===== src/rtl/serial_sub.sv =====
// serial_sub: bit-serial subtractor computing diff = a - b - bin over WIDTH
// cycles, LSB first, through one full-subtractor cell and a registered borrow.
// Optional signed-overflow output is enabled by defining SERIAL_SUB_OVF_EN.
module serial_sub #(
  parameter int unsigned WIDTH = 8
) (
  input  logic             clk,
  input  logic             rst_n,
  input  logic             start,
  input  logic [WIDTH-1:0] a,
  input  logic [WIDTH-1:0] b,
  input  logic             bin,
  output logic             busy,
  output logic             done,
  output logic [WIDTH-1:0] diff,
  output logic             bout
`ifdef SERIAL_SUB_OVF_EN
  ,
  output logic             ovf
`endif
);

  localparam int unsigned CW = (WIDTH > 1) ? $clog2(WIDTH) : 1;

  typedef enum logic {
    IDLE = 1'b0,
    RUN  = 1'b1
  } state_e;

  state_e           state_q, state_d;
  logic [CW-1:0]    cnt_q, cnt_d;
  logic [WIDTH-1:0] a_q, a_d;
  logic [WIDTH-1:0] b_q, b_d;
  logic [WIDTH-2:0] res_q, res_d;
  logic             br_q, br_d;
  logic [WIDTH-1:0] diff_q, diff_d;
  logic             bout_q, bout_d;
  logic             done_q, done_d;
`ifdef SERIAL_SUB_OVF_EN
  logic             ovf_q, ovf_d;
`endif

  logic             ai, bi, d_bit, br_nxt, last_bit;
  logic [WIDTH-1:0] res_shift;

  // Full-subtractor cell on the current operand LSBs and the borrow flop.
  always_comb begin
    ai        = a_q[0];
    bi        = b_q[0];
    d_bit     = ai ^ bi ^ br_q;
    br_nxt    = (~ai & bi) | (~(ai ^ bi) & br_q);
    last_bit  = (cnt_q == CW'(WIDTH - 1));
    // Result register is one bit short: on the final edge the new bit
    // joins it directly to form the complete WIDTH-bit difference.
    res_shift = {d_bit, res_q};
  end

  // Next-state and datapath control for the IDLE/RUN sequencer.
  always_comb begin
    state_d = state_q;
    cnt_d   = cnt_q;
    a_d     = a_q;
    b_d     = b_q;
    res_d   = res_q;
    br_d    = br_q;
    diff_d  = diff_q;
    bout_d  = bout_q;
    done_d  = 1'b0;
`ifdef SERIAL_SUB_OVF_EN
    ovf_d   = ovf_q;
`endif
    unique case (state_q)
      IDLE: begin
        if (start) begin
          state_d = RUN;
          a_d     = a;
          b_d     = b;
          br_d    = bin;
          cnt_d   = '0;
          res_d   = '0;
        end
      end
      RUN: begin
        a_d   = a_q >> 1;
        b_d   = b_q >> 1;
        res_d = res_shift[WIDTH-1:1];
        br_d  = br_nxt;
        cnt_d = cnt_q + CW'(1);
        if (last_bit) begin
          state_d = IDLE;
          diff_d  = res_shift;
          bout_d  = br_nxt;
          done_d  = 1'b1;
`ifdef SERIAL_SUB_OVF_EN
          ovf_d   = br_q ^ br_nxt;
`endif
        end
      end
      default: state_d = IDLE;
    endcase
  end

  // State and datapath registers; reset clears everything immediately.
  always_ff @(posedge clk or negedge rst_n) begin
    if (!rst_n) begin
      state_q <= IDLE;
      cnt_q   <= '0;
      a_q     <= '0;
      b_q     <= '0;
      res_q   <= '0;
      br_q    <= 1'b0;
      diff_q  <= '0;
      bout_q  <= 1'b0;
      done_q  <= 1'b0;
`ifdef SERIAL_SUB_OVF_EN
      ovf_q   <= 1'b0;
`endif
    end else begin
      state_q <= state_d;
      cnt_q   <= cnt_d;
      a_q     <= a_d;
      b_q     <= b_d;
      res_q   <= res_d;
      br_q    <= br_d;
      diff_q  <= diff_d;
      bout_q  <= bout_d;
      done_q  <= done_d;
`ifdef SERIAL_SUB_OVF_EN
      ovf_q   <= ovf_d;
`endif
    end
  end

  assign busy = (state_q == RUN);
  assign done = done_q;
  assign diff = diff_q;
  assign bout = bout_q;
`ifdef SERIAL_SUB_OVF_EN
  assign ovf  = ovf_q;
`endif

endmodule


===== config.mk =====
export PLATFORM = sky130hd
export DESIGN_NAME = serial_sub
export DESIGN_NICKNAME = d
export VERILOG_FILES = /design/src/rtl/serial_sub.sv
export SDC_FILE = /design/constraint.sdc
export NUM_CORES = 1
export LEC_CHECK = 0
export CAP_MARGIN = 20
export CORE_MARGIN = 2
export CORE_UTILIZATION = 50
export DETAILED_ROUTE_END_ITERATION = 10
export PLACE_DENSITY = 0.77
export SLEW_MARGIN = 20
export SYNTH_ARGS = -nofsm -noshare
export SYNTH_HDL_FRONTEND = slang
export SYNTH_SLANG_ARGS = --single-unit

===== constraint.sdc =====
create_clock -name clk -period 1.56 [get_ports clk]
set_input_delay 0.312 -clock clk [delete_from_list [all_inputs] [get_ports clk]]
set_output_delay 0.312 -clock clk [all_outputs]
set_load 0.05 [all_outputs]

==> impl_metrics.json <==
{
  "outcome": "complete, no violations",
  "critPathKind": "register to register",
  "grt_remaining_overflow": 0,
  "fin_setup_tns_ns": 0,
  "p_leak_nw": 1.030,
  "worst_hold_slack_ns": 0.4089,
  "crit_required_ns": 1.83,
  "maxSlewHeadroom": 0.6801,
  "nets": 193,
  "drive_gt1_frac": 0.1930,
  "via_per_inst": 5.056,
  "dr.pass1.iters": 4,
  "peakVddDrop_mv": 0.8742,
  "gp_congestion": 0.6993,
  "cts_max_path_buffers": 2,
  "crit_family": "adder cells",
  "syn2layout_area_growth_pct": 32.48,
  "num_rows": 20,
  "grt_antenna_before_repair": 0,
  "cts_setup_buffers": 0,
  "postRouteAntennaNets": 0,
  "clk_latency_ns": 0.37,
  "vias": 1087,
  "setup_viol": 0,
  "coreArea_sq_mm": 0.003078,
  "worst_pin_slew_ns": 0.4798,
  "synth.net_count": 159,
  "crit_arrival_ns": 1.71,
  "syn-cell-area_sq_mm": 0.001622,
  "cts_tree": "done",
  "path_max_fanout": 10,
  "cts-buffers-inserted": 5,
  "grt_pass1_wl_mm": 4.940,
  "ys_seq_area_frac": 0.5864,
  "ys_ff_latch": 38,
  "synthCells": 136,
  "hpwl_mm": 2.045,
  "period_share": 0.9274,
  "wire_per_inst_microns": 13.48,
  "drc_errors": 0,
  "critical_path.endpoint_type": "register",
  "syn_avg_cell_area_sq_um": 11.92,
  "clkTransAtPathRegs_ns": 0.13,
  "min_path_type": "primary input to asynchronous set/reset pin",
  "finClkSkew_ns": 0.01581,
  "htreeDepth": 2,
  "period_minus_slack_ns": 1.447,
  "p_per_area_mw_per_mm2": 2077,
  "grt_pass1_vias": 1098,
  "die_h_microns": 60.95,
  "grt_max_degree": 30,
  "max_cap_viol_count": 0,
  "worst-path-buf-inv": 0,
  "yosys_warnings": 0,
  "cpMostUsedCell": "ha_1",
  "clockRootBuffer": "clkbuf_4",
  "ios": 31,
  "antennaDiodeCount": 0,
  "rsz0062_at_grt": "no",
  "cp-start-kind": "register",
  "io_buffers": 30,
  "die_area_sq_mm": 0.003715,
  "clkSinkCount": 38,
  "clock.fmax_ghz": 0.6912,
  "grt_usage": 0.1936,
  "drt-initial-drc-count": 22,
  "initial_utilization": 0.5268,
  "synth_cell_types": 18,
  "die_x_microns": 60.95,
  "timing.final.hold_violations": 0,
  "worst_path_largest_cell_delay_ns": 0.42,
  "crit_path_cell_trace": "ha_1 > ha_1 > nand2_4 > mux2_2",
  "critPathSlowestCell": "dfrtp_1",
  "slew_viol_final": 0,
  "wl_mm": 2.899
}
## cells in the mapped netlist
| cell | count | area share |
|---|---|---|
| mux2i_1 | 20 | 0.12 |
| nand2b_1 | 7 | 0.027 |
| buf_6 | 1 | 0.0069 |
| fa_1 | 1 | 0.012 |
| o21ai_1 | 3 | 0.0093 |
| inv_1 | 4 | 0.0093 |
| nor2_1 | 3 | 0.0069 |
| buf_2 | 3 | 0.0093 |
| o21ai_0 | 17 | 0.052 |
| nand2_1 | 20 | 0.046 |
| buf_4 | 3 | 0.014 |
| ha_1 | 2 | 0.015 |
| a22o_1 | 3 | 0.016 |
| dfrtp_1 | 38 | 0.59 |
| nand2_2 | 1 | 0.0039 |
| mux2_2 | 8 | 0.056 |
| clkbuf_1 | 1 | 0.0023 |
| a21oi_1 | 1 | 0.0031 |
## timing repair
item,4_1_cts,5_1_grt
endpoints found under the setup margin,0,6
hold endpoints to repair,19,0
resized for setup,0,1
hold buffers,1,0
## cell usage in the layout, fill, tap and decap left out, drive strengths merged
master	n
nor2	3
clkdlybuf4s50	18
mux2	8
nand2b	7
ha	2
a22o	3
bufinv	2
o21ai	20
nand2	21
buf	16
dfrtp	38
clkbuf	6
dlygate4sd3	1
inv	4
a21oi	1
mux2i	20
fa	1
## cell type report
cell class	instances	area, sq um
clock buffer	6	51.30
clock inverter	2	60.06
fill	236	929.6
inverter	4	15.01
multi-input combinational	86	608.1
sequential	38	950.9
tap	44	55.05
timing repair buffer	35	407.9
## state kept, by name, summed over array words and instances (netlist names)
| name | flops |
|---|---|
| a_q | 8 |
| b_q | 8 |
| diff | 8 |
| res_q | 7 |
| cnt_q | 3 |
| bout | 1 |
| br_q | 1 |
| busy | 1 |
| done | 1 |
## layer usage
| metal | global-route usage | wire length [microns] | vias to the layer above |
|---|---|---|---|
| met4 | 0.1304 | 69 | 0 |
| met2 | 0.3164 | 1456 | 26 |
| li1 | - | - | 525 |
| met5 | 0 | 0 | - |
| met3 | 0.04478 | 138 | 7 |
| met1 | 0.2267 | 1234 | 529 |
## metrics by stage
stage / util / cell area (sq um) / power [mW] / cells / setup slack [ns]
global route: 0.6980 / 2148 / 4.722 / 215 / 0.04874
global placement: 0.6569 / 2022 / 3.488 / 206 / 0.1109
finish: 0.6980 / 2148 / 4.461 / 215 / 0.1133
detailed placement: 0.6569 / 2022 / 3.592 / 206 / 0.06979
floorplan: - / 1622 / 2.864 / 136 / 0.1639
CTS: 0.6963 / 2143 / 4.492 / 215 / 0.05174
## power by group
| group | switching, mW | total, mW | internal [mW] |
|---|---|---|---|
| sequential | 0.294 | 1.69 | 1.40 |
| combinational | 1.01 | 1.88 | 0.863 |
| clock | 0.349 | 0.892 | 0.543 |
| total | 1.66 | 4.46 | 2.80 |
## path summary, 6_finish.rpt
| check | start | endpoint | cells after the start | slack (ns) |
|---|---|---|---|---|
| max in group asynchronous | rst_n | res_q[2] | 3 | 0.67 |
| max reg2reg | cnt_q[0] | diff[1] | 4 | 0.11 |
| min | rst_n | diff[5] | 2 | 0.41 |
| max | cnt_q[0] | diff[1] | 4 | 0.11 |
| min reg2reg | a_q[7] | a_q[6] | 2 | 0.49 |
| min in group clk | a_q[7] | a_q[6] | 2 | 0.49 |
## cell families after synthesis
kind of cell,share of synthesized area
buffers and inverters,0.04166
muxes,0.1790
and+or+nand+nor,0.08410
DFF,0.5864
adders and majority gates,0.02778
AOI/OAI and AO/OA,0.08101
(Power assumes the default switching activity.)
